## src/rtl/serial_subtractor.sv

```systemverilog
// ---------------------------------------------------------------------------
// serial_subtractor
//   Bit-serial WIDTH-bit unsigned subtractor (a - b), LSB first, one bit per
//   clock. A start in IDLE captures the operands. RUN then feeds one bit pair
//   plus the registered borrow through the full-subtract equations on each
//   clock. After WIDTH bits, diff/borrow_out update and done pulses for one
//   cycle.
//
//   Optional feature (macro SERIAL_SUBTRACTOR_BORROW_IN_EN):
//     adds input borrow_in, loaded into the borrow flop on the accepted start,
//     so result = a - b - borrow_in. This allows instances to be chained.
//
// Ports:
//   clk        in   rising-edge clock
//   rst        in   asynchronous active-high reset
//   start      in   request, sampled only in IDLE
//   a, b       in   minuend / subtrahend, captured on accepted start
//   borrow_in  in   (optional) initial borrow, captured on accepted start
//   busy       out  high while in RUN
//   done       out  one-cycle pulse, result valid
//   diff       out  registered (a - b) mod 2^WIDTH
//   borrow_out out  final borrow (a < b unsigned)
// ---------------------------------------------------------------------------
module serial_subtractor #(
    parameter int WIDTH = 8
) (
    input  logic             clk,
    input  logic             rst,
    input  logic             start,
    input  logic [WIDTH-1:0] a,
    input  logic [WIDTH-1:0] b,
`ifdef SERIAL_SUBTRACTOR_BORROW_IN_EN
    input  logic             borrow_in,
`endif
    output logic             busy,
    output logic             done,
    output logic [WIDTH-1:0] diff,
    output logic             borrow_out
);

    localparam int CW = (WIDTH > 1) ? $clog2(WIDTH) : 1;

    typedef enum logic [1:0] {
        S_IDLE = 2'd0,
        S_RUN  = 2'd1,
        S_DONE = 2'd2
    } state_t;

    state_t           r_state;
    state_t           w_next;
    logic [WIDTH-1:0] r_a;
    logic [WIDTH-1:0] r_b;
    logic [WIDTH-1:0] r_sh;
    logic [CW-1:0]    r_cnt;
    logic             r_bin;
    logic [WIDTH-1:0] r_diff;
    logic             r_bout;

    logic             w_d;
    logic             w_bout;
    logic             w_last;
    logic             w_bin_init;
    logic [WIDTH-1:0] w_sh_next;

`ifdef SERIAL_SUBTRACTOR_BORROW_IN_EN
    assign w_bin_init = borrow_in;
`else
    assign w_bin_init = 1'b0;
`endif

    // Full-subtract cell on the current LSBs and the registered borrow
    assign w_d    = r_a[0] ^ r_b[0] ^ r_bin;
    assign w_bout = (~(r_a[0] ^ r_b[0]) & r_bin) | (~r_a[0] & r_b[0]);

    // Count is the number of bits already processed, so the value WIDTH-1
    // marks the edge that handles the final bit
    assign w_last = (r_cnt == CW'(WIDTH - 1));

    // The difference bit enters at the MSB. After WIDTH shifts, bit i is at
    // position i.
    generate
        if (WIDTH == 1) begin : g_sh1
            assign w_sh_next = w_d;
        end else begin : g_shn
            assign w_sh_next = {w_d, r_sh[WIDTH-1:1]};
        end
    endgenerate

    // State register
    always_ff @(posedge clk or posedge rst) begin
        if (rst) r_state <= S_IDLE;
        else     r_state <= w_next;
    end

    // Next-state logic
    always_comb begin
        w_next = r_state;
        case (r_state)
            S_IDLE:  if (start) w_next = S_RUN;
            S_RUN:   if (w_last) w_next = S_DONE;
            S_DONE:  w_next = S_IDLE;
            default: w_next = S_IDLE;
        endcase
    end

    // Datapath
    always_ff @(posedge clk or posedge rst) begin
        if (rst) begin
            r_a    <= '0;
            r_b    <= '0;
            r_sh   <= '0;
            r_cnt  <= '0;
            r_bin  <= 1'b0;
            r_diff <= '0;
            r_bout <= 1'b0;
        end else begin
            case (r_state)
                S_IDLE: begin
                    if (start) begin
                        r_a   <= a;
                        r_b   <= b;
                        r_cnt <= '0;
                        r_bin <= w_bin_init;
                    end
                end
                S_RUN: begin
                    r_sh  <= w_sh_next;
                    r_a   <= r_a >> 1;
                    r_b   <= r_b >> 1;
                    r_bin <= w_bout;
                    r_cnt <= r_cnt + CW'(1);
                    if (w_last) begin
                        r_diff <= w_sh_next;
                        r_bout <= w_bout;
                    end
                end
                default: ;
            endcase
        end
    end

    // Outputs
    always_comb begin
        busy       = (r_state == S_RUN);
        done       = (r_state == S_DONE);
        diff       = r_diff;
        borrow_out = r_bout;
    end

endmodule

```

## config.mk

```make
export PLATFORM = sky130hd
export DESIGN_NAME = serial_subtractor
export DESIGN_NICKNAME = d
export VERILOG_FILES = /design/src/rtl/serial_subtractor.sv
export SDC_FILE = /design/constraint.sdc
export NUM_CORES = 1
export LEC_CHECK = 0
export CAP_MARGIN = 20
export CORE_MARGIN = 8
export CORE_UTILIZATION = 25
export DETAILED_ROUTE_END_ITERATION = 6
export PLACE_DENSITY = 0.5
export SYNTH_ARGS = -nofsm -noshare
export SYNTH_HDL_FRONTEND = slang
export SYNTH_SLANG_ARGS = --single-unit
```

## constraint.sdc

```tcl
create_clock -name clk -period 1.5 [get_ports clk]
set_clock_uncertainty 0.2 [all_clocks]
set_input_delay 0.15 -clock clk [delete_from_list [all_inputs] [get_ports clk]]
set_output_delay 0.15 -clock clk [all_outputs]
set_load 0.005 [all_outputs]
```

==> impl_metrics.csv, run 1 <==
group,metric,value,unit
final_layout,final_cell_mix,"dfrtp_1, buf_4, clkdlybuf4s50_1, inv_1, mux2_4",
detailed_routing,antenna_left,0,
clock_network,clock_sinks,38,
sta,rsz0062_at_grt,"true",
die,die_h,102,µm
placement,dp_hpwl,2630,µm
yosys,syn_nets,162,
detailed_routing,num_vias,1316,
final_layout,drive_gt1_frac,0.460,
sta,report.final.slew_viol_count,0,
clock_network,clk_pin_slew,80,ps
global_routing,grt_antenna_before_repair,0,
global_routing,grtUsageTotal,0.0891,
sta,finalCritPeriodShare,1.09,
critical_path,worstSetupEndpointType,"flip-flop",
sta,hold_viol_final,0,
sta,timing.final.ws_setup,-137,ps
run,maxCapViolations,0,
critical_path,arrival,1610,ps
placement,gp_congestion,0.699,
detailed_routing,wire_per_inst,14.0,µm
critical_path,path_cells,"buf_6 -> buf_6 -> o21bai_4 -> buf_12 -> buf_8 -> a22o_1",
final_layout,n_antenna_cell,0,
sta,fin_crit,1640,ps
critical_path,cp_common_cell,"buf_6",
final_layout,final_common_cell,"dfrtp_1",
pwr,power.density,1890,nW/µm²
sta,tns,-2800,ps
clock_network,clockRootBuffer,"clkbuf_8",
critical_path,crit_fanout,6,
detailed_routing,postRouteWirelength,4210,µm
status,violations,"negative setup slack",
global_routing,grt_pass1_wl,7130,µm
pwr,p_leak,1.30,nW
die,ioPinCount,30,
die,num_rows,31,
yosys,syn_area,1840,µm²
yosys,yosysSeqAreaShare,0.518,
placement,portBuffers,29,
clock_network,cts_tree,"built",
die,initial_core_util,0.256,
critical_path,startpoint_type,"flip-flop",
yosys,yosys_register_bits,38,
final_layout,fin_nets,223,
critical_path,r2r_slack,-140,ps
yosys,synth.distinct_cells,22,
sta,timing.fmax,0.611,GHz
sta,final-setup-viol-count,28,
yosys,synth.avg_cell_area,13.1,µm²
critical_path,slowest_delay,410,ps
yosys,synth_cells,140,
final_layout,fillers,680,
sta,worstMarginPinSlew,353,ps
pwr,peakVddDrop,0.000521,V
detailed_routing,viasPerCell,4.37,
detailed_routing,drtIter0Drc,48,
global_routing,overflow,0,
die,die_w,102,µm
status,outcome,"complete, but fails checks",
critical_path,worstPathRequired,1480,ps
clock_network,clock_latency,290,ps
clock_network,cts_buffers,5,
final_layout,area_growth,55.5,%
clock_network,clockBufferDepth,2,
die,core,7180,µm²
yosys,ys_warn_count,0,
sta,slew_headroom,0.762,
detailed_routing,drtPass1Iterations,2,
worst_hold_path,hold_class,"in -> async",
sta,whs,2.89,ps
pwr,power,0.00538,W
global_routing,grt_pass1_vias,1447,
die,die_area,10300,µm²
clock_network,cts_htree_levels,2,
critical_path,critical_path_class,"reg -> reg",
detailed_routing,drc,0,
critical_path,slowest_stage,"dfrtp_1",
global_routing,grt_max_degree,39,
final_layout,fin_util,0.398,
where the power goes:
part | switching (W) | internal (W)
clock network | 0.000378 | 0.000370
registers | 0.000285 | 0.00152
logic | 0.00106 | 0.00177
area by class of cell:
cell class,count,area [µm²],area share
sequential,38,952,0.334
clock buffer,6,82.6,0.0289
multi-input combinational,73,922,0.323
timing repair buffer,65,693,0.243
tap,99,124,0.0434
inverter,18,67.6,0.0237
clock inverter,2,12.5,0.00438
critical path, delay by kind of cell, from the launching register on:
kind            cells  cell delay, ps
buf+inv             4             520
flops               1             410
compound gates      2             390
routing by layer:
metal / track usage / share of wire / vias to the layer above
li1: - / - / 624
met1: 0.110 / 0.45 / 658
met2: 0.141 / 0.48 / 29
met3: 0.0296 / 0.055 / 5
met4: 0.0321 / 0.0097 / 0
met5: 0 / 0 / -
cells by family (layout without fill, tap and decap cells):
kind of cell               Yosys count  count (layout)  share of synthesized area
DFF                                 38              38                      0.518
buffers and inverters               29              91                     0.0736
and+or+nand+nor                     32              32                      0.157
muxes                               17              17                      0.123
AOI/OAI and AO/OA                   21              21                      0.104
adders and majority gates            3               3                     0.0245
worst paths after layout:
kind / start / end / cells past startpoint
max: r_state[1]$_DFFE_PP0P_ / r_a[7]$_DFFE_PP0P_ / 6
min: rst / diff[2]$_DFFE_PP0P_ / 3
max reg2reg: r_state[1]$_DFFE_PP0P_ / r_a[7]$_DFFE_PP0P_ / 6
min reg2reg: r_sh[1]$_DFFE_PP0P_ / r_sh[1]$_DFFE_PP0P_ / 1
max in group asynchronous: rst / r_state[0]$_DFFE_PP0P_ / 3
min in group clk: b[7] / r_b[7]$_DFFE_PP0P_ / 2
sequential cells by signal, summed over array words and instances (netlist names):
signal	count
diff	8
r_b	8
r_state	2
r_sh	7
r_bin	1
borrow_out	1
r_a	8
r_cnt	3
cell usage after synthesis:
master	number	area, µm²
buf_2	6	30.0
a22o_1	5	43.8
mux2_2	1	11.3
nor3b_1	15	113
fa_1	1	20.0
dfrtp_1	38	951
o21bai_1	1	7.51
clkbuf_1	2	7.51
a21oi_1	1	5.00
nor4b_2	4	60.1
inv_1	18	67.6
a211oi_2	6	75.1
mux2_4	9	135
mux2_1	7	78.8
nand3b_1	1	7.51
ha_1	2	25.0
nor2b_1	1	6.26
nor4b_1	10	87.6
buf_4	1	7.51
a211oi_1	8	60.1
buf_6	2	22.5
nor2b_4	1	13.8
stage by stage:
stage	instances	area (µm²)	setup WS, ps
after floorplan	140	1850	-63.6
after global placement	276	2380	-115
after detailed placement	276	2380	-135
after CTS	298	2760	-157
after global routing	301	2850	-175
final	301	2850	-137
repair_timing:
action,CTS,global route
setup buffers,14,3
endpoints found under the hold margin,0,0
pin swaps,12,10
resized for setup,43,19
hold buffers,0,0
setup endpoints to repair,41,41
gates cloned,2,0
No activity file was read; power rests on OpenSTA's default activity.
==> inputs of run 2 (changes only) <==
--- a/config.mk
+++ b/config.mk
@@ -6,10 +6,13 @@
 export NUM_CORES = 1
 export LEC_CHECK = 0
 export CAP_MARGIN = 20
+export CELL_PAD_IN_SITES_DETAIL_PLACEMENT = 0
+export CELL_PAD_IN_SITES_GLOBAL_PLACEMENT = 2
 export CORE_MARGIN = 8
 export CORE_UTILIZATION = 25
 export DETAILED_ROUTE_END_ITERATION = 6
-export PLACE_DENSITY = 0.5
+export PLACE_DENSITY = 0.66
+export SLEW_MARGIN = 10
 export SYNTH_ARGS = -nofsm -noshare
 export SYNTH_HDL_FRONTEND = slang
 export SYNTH_SLANG_ARGS = --single-unit
==> impl_metrics.csv, run 2 (same netlist as run 1, synthesis figures left out) <==
group,metric,value,unit
critical_path,worstPathRequired,1480,ps
die,die_h,102,µm
critical_path,crit_cells,5,
sta,worstMarginPinSlew,245,ps
critical_path,path_buf_inv,1,
run,maxCapViolations,0,
detailed_routing,antenna_left,0,
global_routing,met2_usage,0.146,
placement,place_area,2370,µm²
sta,slew_headroom,0.836,
die,die_w,102,µm
critical_path,worstSetupEndpointType,"flip-flop",
clock_network,cts_hold_buf,0,
detailed_routing,num_vias,1300,
global_routing,globalRouteMet1Util,0.104,
sta,fin_crit,1640,ps
worst_hold_path,hold_class,"in -> async",
final_layout,final_common_cell,"dfrtp_1",
global_routing,grt_max_degree,39,
die,num_rows,31,
sta,hold_viol_final,0,
critical_path,arrival,1610,ps
die,ioPinCount,30,
detailed_routing,wire_per_inst,14.7,µm
sta,timing.fmax,0.612,GHz
critical_path,path_cells,"ha_2 -> ha_4 -> nand3b_1 -> buf_12 -> mux2_4",
die,die_area,10300,µm²
critical_path,slowest_stage,"dfrtp_1",
placement,portBuffers,29,
sta,final-setup-viol-count,23,
sta,finalCritPeriodShare,1.09,
critical_path,critical_path_class,"reg -> reg",
clock_network,clk_pin_slew,80,ps
final_layout,drive_gt1_frac,0.485,
pwr,p_leak,1.29,nW
global_routing,grtUsageTotal,0.0891,
critical_path,startpoint_type,"flip-flop",
status,outcome,"complete, but fails checks",
clock_network,clock_sinks,38,
critical_path,slowest_delay,390,ps
detailed_routing,viasPerCell,4.35,
sta,report.final.slew_viol_count,0,
pwr,peakVddDrop,0.000534,V
die,initial_core_util,0.256,
critical_path,r2r.worst_path.cells,5,
critical_path,cp_top_family,"flip-flops",
clock_network,clockBufferDepth,2,
placement,dp_hpwl,2770,µm
placement,dp_cells,275,
global_routing,overflow,0,
final_layout,fin_nets,221,
detailed_routing,postRouteWirelength,4410,µm
placement,dp_slack,-136,ps
clock_network,cts_buffers,5,
status,violations,"negative setup slack",
detailed_routing,drtIter0Drc,29,
final_layout,final_cell_mix,"dfrtp_1, clkdlybuf4s50_1, buf_4, inv_1, mux2_4",
sta,timing.final.ws_setup,-135,ps
global_routing,grt_pass1_wl,7160,µm
sta,whs,12.1,ps
clock_network,cts_htree_levels,2,
clock_network,clock_latency,290,ps
clock_network,cts_tree,"built",
final_layout,final-instance-count-excl-fill,299,
global_routing,grt_antenna_before_repair,0,
critical_path,crit_fanout,10,
pwr,power.density,1860,nW/µm²
pwr,power,0.00533,W
die,core,7180,µm²
clock_network,clockRootBuffer,"clkbuf_8",
global_routing,grt_pass1_vias,1468,
final_layout,n_antenna_cell,0,
final_layout,final_area,2870,µm²
global_routing,use_met3,0.0309,
global_routing,busiest_layer,"met2",
placement,gp_congestion,0.716,
sta,rsz0062_at_grt,"true",
detailed_routing,drc,0,
detailed_routing,drtPass1Iterations,3,
final_layout,area_growth,56.5,%
[run 2: worst min-delay path: stages]
cell             delay [ps]
clkdlybuf4s50_1         390
inv_1                    90
buf_12                  230
[run 2: cell type report]
class,instances,area [µm²]
well taps,99,124
flip-flops and latches,38,952
clock buffers,6,82.6
fillers,689,4300
repair buffers,63,638
clock inverters,2,12.5
inverters,18,67.6
multi-input cells,73,996
[run 2: path summary, 6_finish.rpt]
| check | endpoint | slack, ps | start |
|---|---|---|---|
| max in group asynchronous | r_state[0]$_DFFE_PP0P_ | 880 | rst |
| max reg2reg | diff[5]$_DFFE_PP0P_ | -140 | r_cnt[1]$_DFFE_PP0P_ |
| min in group clk | r_a[7]$_DFFE_PP0P_ | 260 | a[7] |
| min | diff[5]$_DFFE_PP0P_ | 10 | rst |
| max | diff[5]$_DFFE_PP0P_ | -140 | r_cnt[1]$_DFFE_PP0P_ |
| min reg2reg | diff[4]$_DFFE_PP0P_ | 310 | diff[4]$_DFFE_PP0P_ |
[run 2: timing repair]
item | 4_1_cts | 5_1_grt
gates resized for setup | 50 | 24
gates cloned | 1 | 2
pin swaps | 7 | 8
setup endpoints to repair | 47 | 39
buffers inserted | 11 | 2
[run 2: metrics by stage]
step / TNS, ps / utilization
6_report: -1510 / 0.400
5_1_grt: -3200 / 0.400
4_1_cts: -1200 / 0.378
3_5_place_dp: -2340 / 0.331
3_3_place_gp: -1580 / 0.331
2_1_floorplan: -573 / -
[run 2: per-layer routing]
metal	share of wire	routed length, µm	up-vias
met1	0.45	1980	645
met4	0.012	55	0
li1	-	-	615
met5	0	0	-
met2	0.48	2100	32
met3	0.060	264	8
[run 2: report_power, final]
part	switching, W	internal [W]
clock	0.000379	0.000370
sequential	0.000295	0.00152
combinational	0.00110	0.00167
==> inputs of run 3 (changes only) <==
--- a/config.mk
+++ b/config.mk
@@ -11,7 +11,7 @@
 export CORE_MARGIN = 8
 export CORE_UTILIZATION = 25
 export DETAILED_ROUTE_END_ITERATION = 6
-export PLACE_DENSITY = 0.66
+export PLACE_DENSITY = 0.63
 export SLEW_MARGIN = 10
 export SYNTH_ARGS = -nofsm -noshare
 export SYNTH_HDL_FRONTEND = slang
==> constraint.sdc (replaced) <==
create_clock -name clk -period 1.9 [get_ports clk]
set_clock_uncertainty 0.2 [all_clocks]
set_input_delay 0.19 -clock clk [delete_from_list [all_inputs] [get_ports clk]]
set_output_delay 0.19 -clock clk [all_outputs]
set_load 0.005 [all_outputs]
==> impl_metrics.csv, run 3 (same netlist as run 1, synthesis figures left out) <==
group,metric,value,unit
status,outcome,"completed",
die,core,7180,µm²
sta,slew_headroom,0.668,
clock_network,cts_hold_buf,0,
sta,finalCritPeriodShare,0.951,
pwr,p_leak,1.03,nW
sta,final-setup-viol-count,0,
die,die_h,102,µm
sta,rsz0062_at_grt,"false",
final_layout,drive_gt1_frac,0.229,
critical_path,arrival,1420,ps
sta,timing.fmax,0.554,GHz
clock_network,clock_latency,290,ps
critical_path,cp_top_family,"buffers and inverters",
critical_path,path_buf_inv,1,
die,num_rows,31,
global_routing,overflow,0,
clock_network,clockBufferDepth,2,
critical_path,crit_fanout,5,
detailed_routing,drtIter0Drc,23,
placement,gp_congestion,0.704,
placement,portBuffers,29,
global_routing,grt_antenna_before_repair,0,
pwr,clkPwrFrac,0.192,
sta,tns,0,ps
die,ioPinCount,30,
clock_network,cts_buffers,5,
critical_path,path_cells,"nor2b_4 -> clkdlybuf4s50_1",
pwr,cell_internal_pwr,0.00251,W
sta,worstMarginPinSlew,498,ps
die,die_area,10300,µm²
clock_network,cts_tree,"built",
global_routing,grt_max_degree,39,
run,maxCapViolations,0,
critical_path,critical_path_class,"reg -> out",
detailed_routing,postRouteWirelength,3680,µm
detailed_routing,viasPerCell,4.37,
die,initial_core_util,0.256,
pwr,combPwrFrac,0.413,
critical_path,slowest_delay,510,ps
clock_network,clock_sinks,38,
sta,report.final.slew_viol_count,0,
critical_path,slowest_stage,"clkdlybuf4s50_1",
final_layout,fin_util,0.334,
die,die_w,102,µm
pwr,net-switching-power,0.00111,W
detailed_routing,wire_per_inst,13.4,µm
clock_network,cts_htree_levels,2,
clock_network,clockRootBuffer,"clkbuf_8",
detailed_routing,num_vias,1198,
global_routing,grtUsageTotal,0.0777,
final_layout,final_common_cell,"dfrtp_1",
final_layout,area_growth,30.7,%
critical_path,worstSetupEndpointType,"output pin",
detailed_routing,antenna_left,0,
pwr,power.density,1510,nW/µm²
global_routing,grt_pass1_vias,1319,
sta,hold_viol_final,0,
clock_network,clk_pin_slew,70,ps
detailed_routing,drc,0,
pwr,p_sw_frac,0.307,
worst_hold_path,hold_class,"in -> async",
pwr,peakVddDrop,0.000408,V
critical_path,worstPathRequired,1510,ps
final_layout,fin_nets,197,
critical_path,startpoint_type,"flip-flop",
global_routing,grt_pass1_wl,6210,µm
placement,dp_hpwl,2610,µm
detailed_routing,drtPass1Iterations,3,
sta,fin_crit,1810,ps
pwr,pwr-share-seq,0.396,
final_layout,n_antenna_cell,0,
final_layout,final_cell_mix,"dfrtp_1, clkdlybuf4s50_1, inv_1, nor3b_1, nor4b_1",
-- run 3: final timing paths --
path	from	to	slack, ps	cells past startpoint
max	r_state[0]$_DFFE_PP0P_	busy	90	2
min reg2reg	r_sh[1]$_DFFE_PP0P_	r_sh[1]$_DFFE_PP0P_	310	1
max in group asynchronous	rst	r_state[1]$_DFFE_PP0P_	1010	3
min in group clk	b[7]	r_b[7]$_DFFE_PP0P_	300	2
min	rst	borrow_out$_DFFE_PP0P_	120	3
max reg2reg	r_cnt[0]$_DFFE_PP0P_	diff[5]$_DFFE_PP0P_	210	5
-- run 3: what timing repair did --
action | 4_1_cts | 5_1_grt
buffers inserted | 0 | 0
resized for setup | 1 | 0
setup endpoints to repair | 1 | 0
-- run 3: cell type report --
class	instances	area, µm²
well taps	99	124
flip-flops and latches	38	952
clock buffers	6	82.6
inverters	18	67.6
multi-input cells	73	753
repair buffers	39	390
fillers	707	4780
clock inverters	1	30.0
-- run 3: worst reg2reg max path, cell delays in order, from the launching register on --
cell      delay (ps)
dfrtp_1          390
ha_1             200
ha_1             190
nand3b_1         140
buf_12           160
mux2_4           300
-- run 3: metal layers --
metal  vias to the layer above  part of all wire  wire length (µm)  track usage
met3                         8             0.069               255       0.0302
met2                        28              0.45              1670        0.121
met1                       595              0.46              1690       0.0915
met4                         0             0.017                63       0.0378
met5                         -                 0                 0            0
li1                        567                 -                 -            -
-- run 3: power groups by stage --
| stage | Sequential [W] | Clock, W | Combinational (W) |
|---|---|---|---|
| 5_1_grt | 0.00148 | 0.000751 | 0.00165 |
| 6_report | 0.00143 | 0.000694 | 0.00149 |
| 3_5_place_dp | 0.00145 | 0 | 0.00153 |
| 4_1_cts | 0.00144 | 0.000720 | 0.00153 |
| 2_1_floorplan | 0.00140 | 0 | 0.00104 |
| 3_3_place_gp | 0.00143 | 0 | 0.00149 |
-- run 3: per-stage QoR --
stage | instances | total power [W] | worst slack, ps | area (µm²) | hold slack (ps)
CTS | 274 | 0.00369 | 36.9 | 2400 | 139
global route | 274 | 0.00389 | 2.59 | 2400 | 176
detailed placement | 267 | 0.00298 | 209 | 2290 | 289
finish | 274 | 0.00362 | 93.8 | 2400 | 124
global placement | 267 | 0.00292 | 247 | 2290 | 277
floorplan | 140 | 0.00244 | 292 | 1840 | 123
